File: src/rtl/async_fifo_wr_ctrl.sv
// async_fifo_wr_ctrl: write-side pointer, read-pointer synchroniser and flags for a dual-clock FIFO
module async_fifo_wr_ctrl #(
    parameter int DEPTH       = 8,
    parameter int SYNC_STAGES = 2,
    parameter int AF_THRESH   = DEPTH - 2
) (
    input  logic                       w_clk,
    input  logic                       w_rst,
    input  logic                       w_inc,
    input  logic                       w_ovf_clr,
    input  logic [$clog2(DEPTH):0]     r_gray_ptr,
    output logic                       w_en,
    output logic [$clog2(DEPTH)-1:0]   w_addr,
    output logic [$clog2(DEPTH):0]     w_gray_ptr,
    output logic                       w_full,
    output logic                       w_almost_full,
    output logic [$clog2(DEPTH):0]     w_level,
    output logic                       w_overflow
);
    localparam int AW = $clog2(DEPTH);
    localparam logic [AW:0] AF_T = AF_THRESH[AW:0];

    logic [SYNC_STAGES-1:0][AW:0] sync_q;
    logic [AW:0] rq, r_bin_s, w_bin, bin_next, gray_next, level_next;

    assign rq         = sync_q[SYNC_STAGES-1];
    assign w_en       = w_inc & ~w_full;
    assign w_addr     = w_bin[AW-1:0];
    assign bin_next   = w_bin + {{AW{1'b0}}, w_en};
    assign gray_next  = bin_next ^ (bin_next >> 1);
    assign level_next = bin_next - r_bin_s;

    // Gray-to-binary of the synchronised read pointer: bit i is the XOR of all bits at or above i
    always_comb begin
        for (int i = 0; i <= AW; i++) r_bin_s[i] = ^(rq >> i);
    end

    // Plain flop chain bringing the read Gray pointer into w_clk; nothing combinational in front
    always_ff @(posedge w_clk or negedge w_rst) begin
        if (!w_rst) sync_q <= '0;
        else        sync_q <= {sync_q[SYNC_STAGES-2:0], r_gray_ptr};
    end

    // Pointers and flags all derive from bin_next so Gray, full and level never lag the binary pointer
    always_ff @(posedge w_clk or negedge w_rst) begin
        if (!w_rst) begin
            w_bin         <= '0;
            w_gray_ptr    <= '0;
            w_full        <= 1'b0;
            w_almost_full <= 1'b0;
            w_level       <= '0;
            w_overflow    <= 1'b0;
        end else begin
            w_bin         <= bin_next;
            w_gray_ptr    <= gray_next;
            w_full        <= gray_next == {~rq[AW:AW-1], rq[AW-2:0]};
            w_almost_full <= level_next >= AF_T;
            w_level       <= level_next;
            w_overflow    <= (w_inc & w_full) | (w_overflow & ~w_ovf_clr);
        end
    end
endmodule

File: config.mk
export PLATFORM = sky130hd
export DESIGN_NAME = async_fifo_wr_ctrl
export DESIGN_NICKNAME = d
export VERILOG_FILES = /design/src/rtl/async_fifo_wr_ctrl.sv
export SDC_FILE = /design/constraint.sdc
export NUM_CORES = 1
export LEC_CHECK = 0
export CAP_MARGIN = 20
export CORE_UTILIZATION = 41
export DETAILED_ROUTE_END_ITERATION = 6
export GPL_ROUTABILITY_DRIVEN = 0
export HOLD_SLACK_MARGIN = 0.12
export PLACE_DENSITY = 0.83
export RECOVER_POWER = 100
export SLEW_MARGIN = 20
export SYNTH_ARGS = -nofsm -noshare
export SYNTH_HDL_FRONTEND = slang
export SYNTH_SLANG_ARGS = --single-unit
File: constraint.sdc
create_clock -name w_clk -period 2.1 [get_ports w_clk]
set_clock_uncertainty 0.05 [all_clocks]
set_input_delay 0.315 -clock w_clk [delete_from_list [all_inputs] [get_ports w_clk]]
set_output_delay 0.315 -clock w_clk [all_outputs]
set_load 0.005 [all_outputs]
==> results of run 1 <==
-- cells by family after synthesis --
kind of cell               synth area share
buffers and inverters                0.0299
DFF                                   0.626
AOI/OAI and AO/OA                    0.0341
and+or+nand+nor                      0.0526
adders and majority gates            0.0939
xor gates and xnor gates              0.164
-- synthesized netlist by cell type (2+ instances only) --
| cell | number |
|---|---|
| sky130_fd_sc_hd__dfrtp_1 | 22 |
| sky130_fd_sc_hd__xnor2_1 | 5 |
| sky130_fd_sc_hd__or3_1 | 2 |
| sky130_fd_sc_hd__o21ai_0 | 2 |
| sky130_fd_sc_hd__xor2_2 | 2 |
| sky130_fd_sc_hd__nand2_1 | 2 |
| sky130_fd_sc_hd__inv_1 | 7 |
| sky130_fd_sc_hd__nand3_1 | 2 |
| sky130_fd_sc_hd__xor2_1 | 5 |
| sky130_fd_sc_hd__ha_1 | 5 |
-- final timing paths --
kind / startpoint / to / slack [ns] / cells after the start
hold reg to reg: sync_q[3] / rq[3] / 0.31 / 0
hold / removal: sync_q[3] / rq[3] / 0.31 / 0
setup reg to reg: rq[2] / w_almost_full / 0.09 / 7
max in group asynchronous: w_rst / sync_q[1] / 0.68 / 2
min in group asynchronous: w_rst / w_almost_full / 0.67 / 2
setup / recovery: rq[2] / w_almost_full / 0.09 / 7
-- sequential cells by signal (all words and copies together), names as in the netlist --
| signal | count |
|---|---|
| w_almost_full | 1 |
| rq | 4 |
| sync_q | 4 |
| w_full | 1 |
| w_bin | 4 |
| w_overflow | 1 |
| w_gray_ptr | 3 |
| w_level | 4 |
-- cell type report --
class	count	area, µm²
Sequential cell	22	551
Multi-Input combinational cell	32	389
Inverter	7	26.3
Fill cell	140	622
Clock buffer	4	36.3
Tap cell	27	33.8
Timing Repair Buffer	37	324
-- timing repair --
action                     in CTS  in global routing
pin swaps                       4                  3
buffers inserted                4                  1
gates cloned                    0                  0
setup endpoints to repair       2                  2
gates resized for setup         5                  4
-- worst max-delay path, stage by stage (launching register included) --
cell                      delay [ns]
sky130_fd_sc_hd__dfrtp_1        0.43
sky130_fd_sc_hd__xnor2_2        0.24
sky130_fd_sc_hd__xor2_2         0.20
sky130_fd_sc_hd__xnor2_1        0.09
sky130_fd_sc_hd__ha_2           0.20
sky130_fd_sc_hd__fa_2           0.51
sky130_fd_sc_hd__inv_1          0.05
sky130_fd_sc_hd__a21o_1         0.15
-- power by group --
| part | internal, mW | leakage, nW | switching [mW] |
|---|---|---|---|
| Sequential | 0.587 | 0.260 | 0.0879 |
| Clock | 0.106 | 0.0210 | 0.115 |
| Combinational | 0.752 | 0.340 | 0.521 |
| Total | 1.44 | 0.621 | 0.724 |
-- per-layer routing --
| metal | global-route usage | part of all wire |
|---|---|---|
| met1 | 0.163 | 0.41 |
| met5 | 0 | 0 |
| met4 | 0.0588 | 0.0087 |
| met2 | 0.251 | 0.53 |
| met3 | 0.0283 | 0.047 |
==> PnR_summary.wiki, run 1 <==
{| class="wikitable"
! Metric !! Value
|-
| Area grow syn2layout || 54.6%
|-
| Flip-flop and latch count after synthesis || 22
|-
| Critical path launch point type || register
|-
| Power Dens Cells || 1590 nW/µm²
|-
| Pin count of the biggest net entering global routing || 23
|-
| Number of nets in the final layout || 117
|-
| Sequential fraction of the synthesis area || 0.626
|-
| Area share of the largest cell type after synthesis || 0.626
|-
| Vias in the first global route || 566
|-
| Width of the die || 48.3 µm
|-
| I/O Buffers || 22
|-
| Area of the die || 2330 µm²
|-
| Remaining max-slew budget at the tightest pin || 0.274
|-
| CTS Sinks || 22
|-
| Hold Path Class || reg -> reg
|-
| Unrepaired setup endpoints after global routing || false
|-
| CTS Root Cell || sky130_fd_sc_hd__clkbuf_4
|-
| Hold Violations, Final || 0
|-
| Post-Route Setup TNS || 0 ns
|-
| Core footprint || 1980 µm²
|-
| Post-layout minimum cycle time || 2.01 ns
|-
| Max Buffers Root-to-Sink || 2
|-
| TritonCTS buffer count || 3
|-
| Worst setup EP type || register
|-
| Final routed wire length divided by cell count || 10.7 µm
|-
| Starting density of the core || 0.444
|-
| Via total after detailed routing || 566
|-
| Initial antenna violation count || 0
|-
| Gr ovfl total || 0
|-
| DRC viols || 0
|-
| Avg Cell Area, Syn || between 10 and 15 µm²
|-
| Depth of the CTS H-tree || 1
|-
| HPWL reported at the end of detailed placement || a little over 1 mm
|-
| Required time of the critical path || between 2 and 2.5 ns
|-
| CTS clock-pin slew for the worst setup and hold paths || 0.11 ns
|-
| First drt pass iteration count || 4
|-
| Actual transition at the worst max-transition pin || between 1 and 1.5 ns
|-
| Proportion of layout cells with a drive suffix above 1 || 0.304
|-
| Floorplan die height || 48.3 µm
|-
| Clock insertion delay at the later pin of the skew report || 0.30 ns
|-
| Outcome || finished clean
|-
| Worst-path fanout max || 2
|-
| Top flip-flop cell by instance count after synthesis || sky130_fd_sc_hd__dfrtp_1
|-
| Lkg Pwr || 0.621 nW
|-
| Final Non-Filler Cells || 129
|-
| Antenna Nets Post-Route || 0
|-
| Share of the clock period used by the worst path after layout || 0.956
|-
| Worst setup path class || reg -> reg
|-
| ANT cells || 0
|-
| Most common cell after layout, fill and taps aside || sky130_fd_sc_hd__dfrtp_1
|-
| GRT Total Usage || 0.140
|-
| Cells after Synth || between 60 and 70
|-
| Max_cap viols || 0
|-
| Post-CTS Hold Buffers || 0
|-
| Final Hold Slack || 0.311 ns
|-
| Pwr Total || 2.17 mW
|-
| Maximum resistive drop on vdd || 0.000906 V
|-
| Number of primary I/O pins || 23
|-
| Finished layout cell area || 1360 µm²
|-
| CTS tree || built
|-
| Worst Setup Slack post-DPL || -0.398 ns
|-
| Netlist Area Pre-Place || between 800 and 900 µm²
|-
| Largest cells by area after synthesis || sky130_fd_sc_hd__dfrtp_1, sky130_fd_sc_hd__ha_1, sky130_fd_sc_hd__xnor2_1, sky130_fd_sc_hd__xor2_1, sky130_fd_sc_hd__xor2_2
|-
| Cell Rows || 16
|-
| Fmax achieved || 0.498 GHz
|-
| Final setup violating endpoints || 0
|-
| Final worst slack || 0.0918 ns
|-
| Vias per Instance || around 4.4
|-
| Number of synthesis warnings || 0
|-
| Number of pins with negative max-slew slack in the final report || 0
|-
| Total routed wirelength || 1.38 mm
|-
| Final Core Density || 0.686
|-
| Wire length of the first global-routing pass || 2.45 mm
|-
| Fraction of registers with async set/reset || 1.00
|-
| Iteration-0 DRC count of the detailed router || 10
|-
| Cell variety after synth || 17
|-
| Net count of the mapped netlist || 75
|-
| Critical path data arrival time || 2.16 ns
|-
| Leading area contributor after synthesis || sky130_fd_sc_hd__dfrtp_1
|-
| Highest-count cells in the layout ignoring fill and taps || sky130_fd_sc_hd__dfrtp_1, sky130_fd_sc_hd__dlygate4sd3_1, sky130_fd_sc_hd__buf_4, sky130_fd_sc_hd__inv_1, sky130_fd_sc_hd__clkbuf_4
|-
| Total placed cells including tap cells || 120
|-
| Number of flops mapped to enable cells by yosys || 0
|-
| Placed instance area || 1260 µm²
|}
Note: power is estimated with default switching activity, not from simulation.
==> run 2, diff against run 1 <==
- CTS_CLUSTER_DIAMETER: unset -> 100
==> results of run 2 <==
Same layout as run 1: the final DEF is identical, and so are final timing and power.
==> run 3, diff against run 2 <==
- CAP_MARGIN: 20 -> 25
==> results of run 3 <==
Same layout as run 1: the final DEF is identical, and so are final timing and power.
